## config.mk

```make
export PLATFORM = sky130hd
export DESIGN_NAME = mt_seed_expander
export DESIGN_NICKNAME = d
export VERILOG_FILES = /design/src/rtl/mt_seed_expander.sv
export SDC_FILE = /design/constraint.sdc
export NUM_CORES = 1
export LEC_CHECK = 0
export BUFFER_PORTS_ARGS = -buffer_cell sky130_fd_sc_hd__clkbuf_2
export CORE_ASPECT_RATIO = 0.6
export CORE_MARGIN = 2
export CORE_UTILIZATION = 58
export DETAILED_ROUTE_END_ITERATION = 12
export GPL_ROUTABILITY_DRIVEN = 1
export PLACE_DENSITY = 0.81
export SETUP_SLACK_MARGIN = 0.4
export SYNTH_ARGS = -nofsm -noshare
export SYNTH_HDL_FRONTEND = slang
export SYNTH_SLANG_ARGS = --single-unit
```

## constraint.sdc

```tcl
create_clock -name clk -period 8.1 [get_ports clk]
set_input_delay 1.62 -clock clk [delete_from_list [all_inputs] [get_ports clk]]
set_output_delay 1.62 -clock clk [all_outputs]
set_load 0.1 [all_outputs]
```

## src/rtl/mt_seed_expander.sv

```systemverilog
// mt_seed_expander: expands one W-bit seed into the N-word MT19937 initial
// state using the init_genrand recurrence, streaming the words in index
// order over a valid/ready style load port.
//
// Ports:
//   clk        in   system clock (posedge)
//   n_rst      in   asynchronous active-low reset
//   start      in   request expansion; only honoured while idle
//   seed       in   seed word, captured when start is accepted
//   ready      in   downstream accepts value this cycle
//   load_value out  value carries a valid state word
//   value      out  current state word x[idx]
//   busy       out  high while words are being streamed
//   done       out  one-cycle pulse after the last word transfers
module mt_seed_expander #(
  parameter int unsigned    W = 32,
  parameter int unsigned    N = 624,
  parameter logic [W-1:0]   F = W'(32'h6C078965)
) (
  input  logic         clk,
  input  logic         n_rst,
  input  logic         start,
  input  logic [W-1:0] seed,
  input  logic         ready,
  output logic         load_value,
  output logic [W-1:0] value,
  output logic         busy,
  output logic         done
);

  localparam int unsigned IW = (N > 1) ? $clog2(N) : 1;
  localparam logic [IW-1:0] LAST_IDX = IW'(N - 1);

  typedef enum logic [1:0] {
    S_IDLE   = 2'd0,
    S_STREAM = 2'd1,
    S_DONE   = 2'd2
  } state_t;

  state_t         r_state;
  logic [IW-1:0]  r_idx;
  logic [W-1:0]   r_x;
  logic           r_load;
  logic           r_busy;
  logic           r_done;

  logic [W-1:0]   w_mix;
  logic [W-1:0]   w_x_next;
  logic           w_xfer;

  // Recurrence; products and sums are taken in W bits so they wrap mod 2^W.
  assign w_mix    = r_x ^ (r_x >> 30);
  assign w_x_next = (F * w_mix) + W'(r_idx) + W'(1);
  assign w_xfer   = r_load & ready;

  // Control FSM with registered outputs.
  always_ff @(posedge clk or negedge n_rst) begin
    if (!n_rst) begin
      r_state <= S_IDLE;
      r_idx   <= '0;
      r_x     <= '0;
      r_load  <= 1'b0;
      r_busy  <= 1'b0;
      r_done  <= 1'b0;
    end else begin
      case (r_state)
        S_IDLE: begin
          r_done <= 1'b0;
          if (start) begin
            r_state <= S_STREAM;
            r_x     <= seed;
            r_idx   <= '0;
            r_load  <= 1'b1;
            r_busy  <= 1'b1;
          end
        end
        S_STREAM: begin
          if (w_xfer) begin
            if (r_idx == LAST_IDX) begin
              r_state <= S_DONE;
              r_load  <= 1'b0;
              r_busy  <= 1'b0;
              r_done  <= 1'b1;
            end else begin
              r_idx <= IW'(r_idx + IW'(1));
              r_x   <= w_x_next;
            end
          end
        end
        S_DONE: begin
          r_state <= S_IDLE;
          r_done  <= 1'b0;
          r_idx   <= '0;
        end
        default: begin
          r_state <= S_IDLE;
          r_load  <= 1'b0;
          r_busy  <= 1'b0;
          r_done  <= 1'b0;
        end
      endcase
    end
  end

  assign load_value = r_load;
  assign value      = r_x;
  assign busy       = r_busy;
  assign done       = r_done;

endmodule

```

[Word level (Yosys, flattened, before mapping)]
Cells that the tools add are included.
Storage, ports and cells
  input bits: 36
  word-level logic and storage cells: 46
  flip-flop bits (word level): 46
Operators by class
  mux-type cells: 19
  bitwise logic cells: 3
  $add $sub $neg: 3
  eq/ne operators: 7
  reduce and logical (&&, ||, !) cells: 8
  multiply operators: 1
Operator list (number)
  $mux 32: 3
  $pmux 32 s2: 1
  $add 32x1->32 const B: 1
  $add 32x10->32: 1
  $mul 31x32->32 const A: 1
  $xor 32x2->32: 1
  $mux 10: 3
  $pmux 10 s3: 1
  $reduce_and 4->1: 3
  $add 10x1->10 const B: 1
  $eq 10x10->1 const B: 1
  $ne 2x2->1 const B: 4
  $mux 1: 6
  $mux 2: 3
  $pmux 2 s2: 1
  $pmux 1 s3: 1
  $reduce_and 3->1: 1
  $reduce_bool 3->1: 1
  $eq 2x1->1 const B: 1
  $eq 2x2->1 const B: 1
  $logic_not 2->1: 1
  $reduce_and 2->1: 1
  $reduce_bool 2->1: 1
  $and 1x1->1: 1
  $not 1->1: 1

[Longest topological paths before layout]
  depth after elaboration: 7
  gate-level depth with buffers: 25
  gate-level depth less buffers: 24

[Worst setup path before layout]
OpenSTA, ideal clock, no wires.
  kind: register to register
  from: register r_x[31] (netlist: value[31])
  to: register r_x[31] (netlist: value[31])
  slack: 1048 ps
  setup time: 126 ps
  data arrival time: 6926 ps
  path buffers: 0
  stages on the path, launching flop included: 25
  required time: 7974 ps
  cells stage by stage: dfrtp_1 -> xor2_1 -> xor2_1 -> ha_1 -> or2_2 -> ha_1 -> inv_1 -> fa_1 -> inv_1 -> ha_1 -> ha_1 -> fa_1 -> fa_1 -> inv_1 -> fa_1 -> inv_1 -> ha_1 -> a21oi_1 -> o31a_1 -> o21ai_0 -> a31oi_1 -> o2111ai_1 -> a2111oi_0 -> nor3_1 -> a221o_1
Between the ends
  word-level cells in the longest chain between the ends: 7
RTL lines
  start, declared: line 42  | logic [W-1:0] r_x;
  start signal, assigned: line 86  | r_x <= w_x_next;
  $xor 32x2->32: line 52  | assign w_mix = r_x ^ (r_x >> 30);
  $mul 31x32->32: line 53  | assign w_x_next = (F * w_mix) + W'(r_idx) + W'(1);
  $add 32x10->32: line 53
  $add 32x1->32: line 53
  $mux 32: line 79  | if (r_idx == LAST_IDX) begin
  $mux 32: line 78  | if (w_xfer) begin
  $pmux 32 s2: line 66  | case (r_state)
No other way between the ends. The select of a mux whose other input is x is not followed.
A chain may end at the register's enable or synchronous reset.

[Worst setup path after layout]
  from: register r_x[11] (netlist: value[11])
  to: register r_x[31] (netlist: value[31])
The elaborated chain is that of the path after synthesis.

==> flow_metrics.env <==
export IMPL_finalSetupViolCount=0
export IMPL_synth_cell_type_count=56
export IMPL_min_period_ns=7.16
export IMPL_synth_cell_area_um2=10500
export IMPL_portBuffers=70
export IMPL_die_area_um2=19300
export IMPL_maxSlewViolCount=0
export IMPL_synth_top_cells_by_area="fa_1 (29%), ha_1 (28%), dfrtp_1 (11%), inv_1 (9.7%), xnor2_1 (2.7%)"
export IMPL_drive_above_1_share=0.0837
export IMPL_netlist_instances=1087
export IMPL_wl_per_cell_um=19.8
export IMPL_clkTransAtPathRegs_ns=0.07
export IMPL_async_flop_share=1.00
export IMPL_antenna_cells=0
export IMPL_grt_pass1_wl_um=44800
export IMPL_outcome="finished, final reports clean"
export IMPL_fillers=1504
export IMPL_worstPathMaxFanout=12
export IMPL_ant_nets=0
export IMPL_cap_violations=0
export IMPL_gr_total_overflow=0
export IMPL_yosysMostFrequentCell="inv_1"
export IMPL_gr_usage_met1=0.470
export IMPL_use_met3=0.0809
export IMPL_io_pins=71
export IMPL_area_delta_synth_final_pct=7.70
export IMPL_synth_area_per_cell_um2=9.68
export IMPL_max_slew_margin=0.277
export IMPL_dr_total_vias=7954
export IMPL_syn_num_nets=1515
export IMPL_start_util=0.587
export IMPL_post_cts_setup_buffer_count=0
export IMPL_cts_tree="done"
export IMPL_htreeDepth=2
export IMPL_met2_usage=0.460
export IMPL_worstHoldPathCells=2
export IMPL_hold_viol_final=0
export IMPL_ys_seq_area_frac=0.109
export IMPL_cts_root_buf="clkbuf_16"
export IMPL_yosysTopAreaCellShare=0.293
export IMPL_synth_edf_count=0
export IMPL_multi_input_area_um2=8280
export IMPL_routed_wl_um=27800
export IMPL_ys_warn_count=0
export IMPL_cts_sinks=46
export IMPL_grtUsageTotal=0.313
export IMPL_vias_per_cell=5.69
export IMPL_core_um2=17900
export IMPL_synth_common_cells="inv_1 (272), ha_1 (238), fa_1 (154)"
export IMPL_final_util=0.632
export IMPL_timing_critical_path_from_type="register"
export IMPL_yosys_most_used_dff="dfrtp_1"
export IMPL_fp_dieH_um=108
export IMPL_hold_class="reg2reg"
export IMPL_cp_arrival_ns=7.34
export IMPL_grt_pass1_vias=8180
export IMPL_finalCritPeriodShare=0.884
export IMPL_fin_skew_ns=0.00545
export IMPL_grt_busiest_layer="met1"
export IMPL_drcViolationCount=0
export IMPL_max_freq_ghz=0.140
export IMPL_cts_resized=0
export IMPL_gp_congestion=0.960
export IMPL_grt_setup_unrepaired="false"
export IMPL_die_x_um=178
export IMPL_cts_hold_buf=0
export IMPL_worstSetupEndpointType="register"
export IMPL_rows=38
export IMPL_seqCellArea_um2=1150
export IMPL_numCtsBuffers=5
export IMPL_hpwlAfterDp_um=23200
export IMPL_clk_path_buf_depth=2
export IMPL_critical_path_class="reg2reg"
export IMPL_ys_ff_latch=46
export IMPL_rr_worst_depth=23
export IMPL_drt_pass1_iterations=8
export IMPL_nets=1586
export IMPL_tns_ns=0
export IMPL_cp_required_ns=8.28
export IMPL_tightestPinTransition_ns=1.09
export IMPL_grt_max_degree=47
export IMPL_first_iter_violations=826
export IMPL_clk_latency_ns=0.30
export IMPL_antenna_found_initial=0
export IMPL_synth_top_area_cell="fa_1"
-- logic make-up after synthesis --
kind of cell | share of synthesized area
AO/OA/AOI/OAI | 0.0962
XOR/XNOR | 0.0502
flip-flops | 0.109
AND/OR/NAND/NOR | 0.0640
buffers and inverters | 0.104
adder cells (fa/ha/maj) | 0.576
-- placed cells by master, fill, tap and decap left out, types with 3 or more instances in the layout --
cell type / count
a31oi_1: 6
a211oi_1: 7
nand2_1: 60
a21o_1: 10
o21ai_0: 46
nor2b_1: 3
a21oi_1: 28
or3_1: 6
and3_1: 7
o22ai_1: 5
nor2_1: 35
o211ai_1: 9
ha_1: 238
o21a_1: 9
clkbuf_2: 70
inv_1: 272
clkbuf_16: 5
xor2_1: 17
fa_1: 154
nor3_1: 9
o221ai_1: 7
a21boi_0: 4
nand3_1: 11
xnor2_1: 33
nor4_1: 3
buf_4: 12
dfrtp_1: 46
nand4_1: 3
o31ai_1: 3
xnor3_1: 4
-- sequential cells by signal, indices dropped and copies added (netlist names) --
name	count
r_state	2
done	1
busy	1
value	32
r_idx	10
-- path summary, 6_finish.rpt --
path                            slack [ns]               endpoint             startpoint
worst max-delay path                  0.94  value[31]$_DFFE_PN0P_  value[11]$_DFFE_PN0P_
worst min-delay path                  0.53       done$_DFFE_PN0P_       done$_DFFE_PN0P_
worst max register to register        0.94  value[31]$_DFFE_PN0P_  value[11]$_DFFE_PN0P_
worst min register to register        0.53       done$_DFFE_PN0P_       done$_DFFE_PN0P_
max in group asynchronous             6.26  value[17]$_DFFE_PN0P_                  n_rst
min in group asynchronous             1.42  value[27]$_DFFE_PN0P_                  n_rst
-- critical path, stage by stage, from the launching register on --
cell       delay [ns]
dfrtp_1          0.75
ha_1             0.35
ha_1             0.30
fa_1             0.52
inv_1            0.05
fa_1             0.48
inv_1            0.06
fa_1             0.50
inv_1            0.06
fa_1             0.53
inv_1            0.05
fa_1             0.48
inv_1            0.05
fa_1             0.47
inv_1            0.05
ha_1             0.34
nor2_1           0.21
o31a_1           0.18
o21ai_0          0.21
a31oi_1          0.36
o2111ai_1        0.26
a2111oi_0        0.43
nor3_1           0.12
a221o_1          0.27
-- cell type report --
type / instances / share of cell area
Clock buffer: 5 / 0.0110
Multi-Input combinational cell: 751 / 0.730
Tap cell: 240 / 0.0265
Clock inverter: 3 / 0.00166
Timing Repair Buffer: 82 / 0.0389
Sequential cell: 46 / 0.102
Inverter: 272 / 0.0901
-- routing by layer --
| metal | routed length, um | vias up |
|---|---|---|
| li1 | - | 3664 |
| met1 | 13000 | 3885 |
| met2 | 11400 | 363 |
| met3 | 2940 | 42 |
| met4 | 456 | 0 |
| met5 | 0 | - |
-- per-stage QoR --
step | hold slack, ns | instances | instance area [um2] | setup slack, ns
detailed placement | 0.517 | 1391 | 11200 | 1.08
floorplan | 0.512 | 1087 | 10500 | 1.05
finish | 0.533 | 1399 | 11300 | 0.940
global placement | 0.490 | 1391 | 11200 | 1.23
CTS | 0.546 | 1399 | 11300 | 1.04
global route | 0.557 | 1399 | 11300 | 0.514
Power is not shown: default switching activity piles up to over one toggle a cycle in this logic, so the estimate is an artifact.
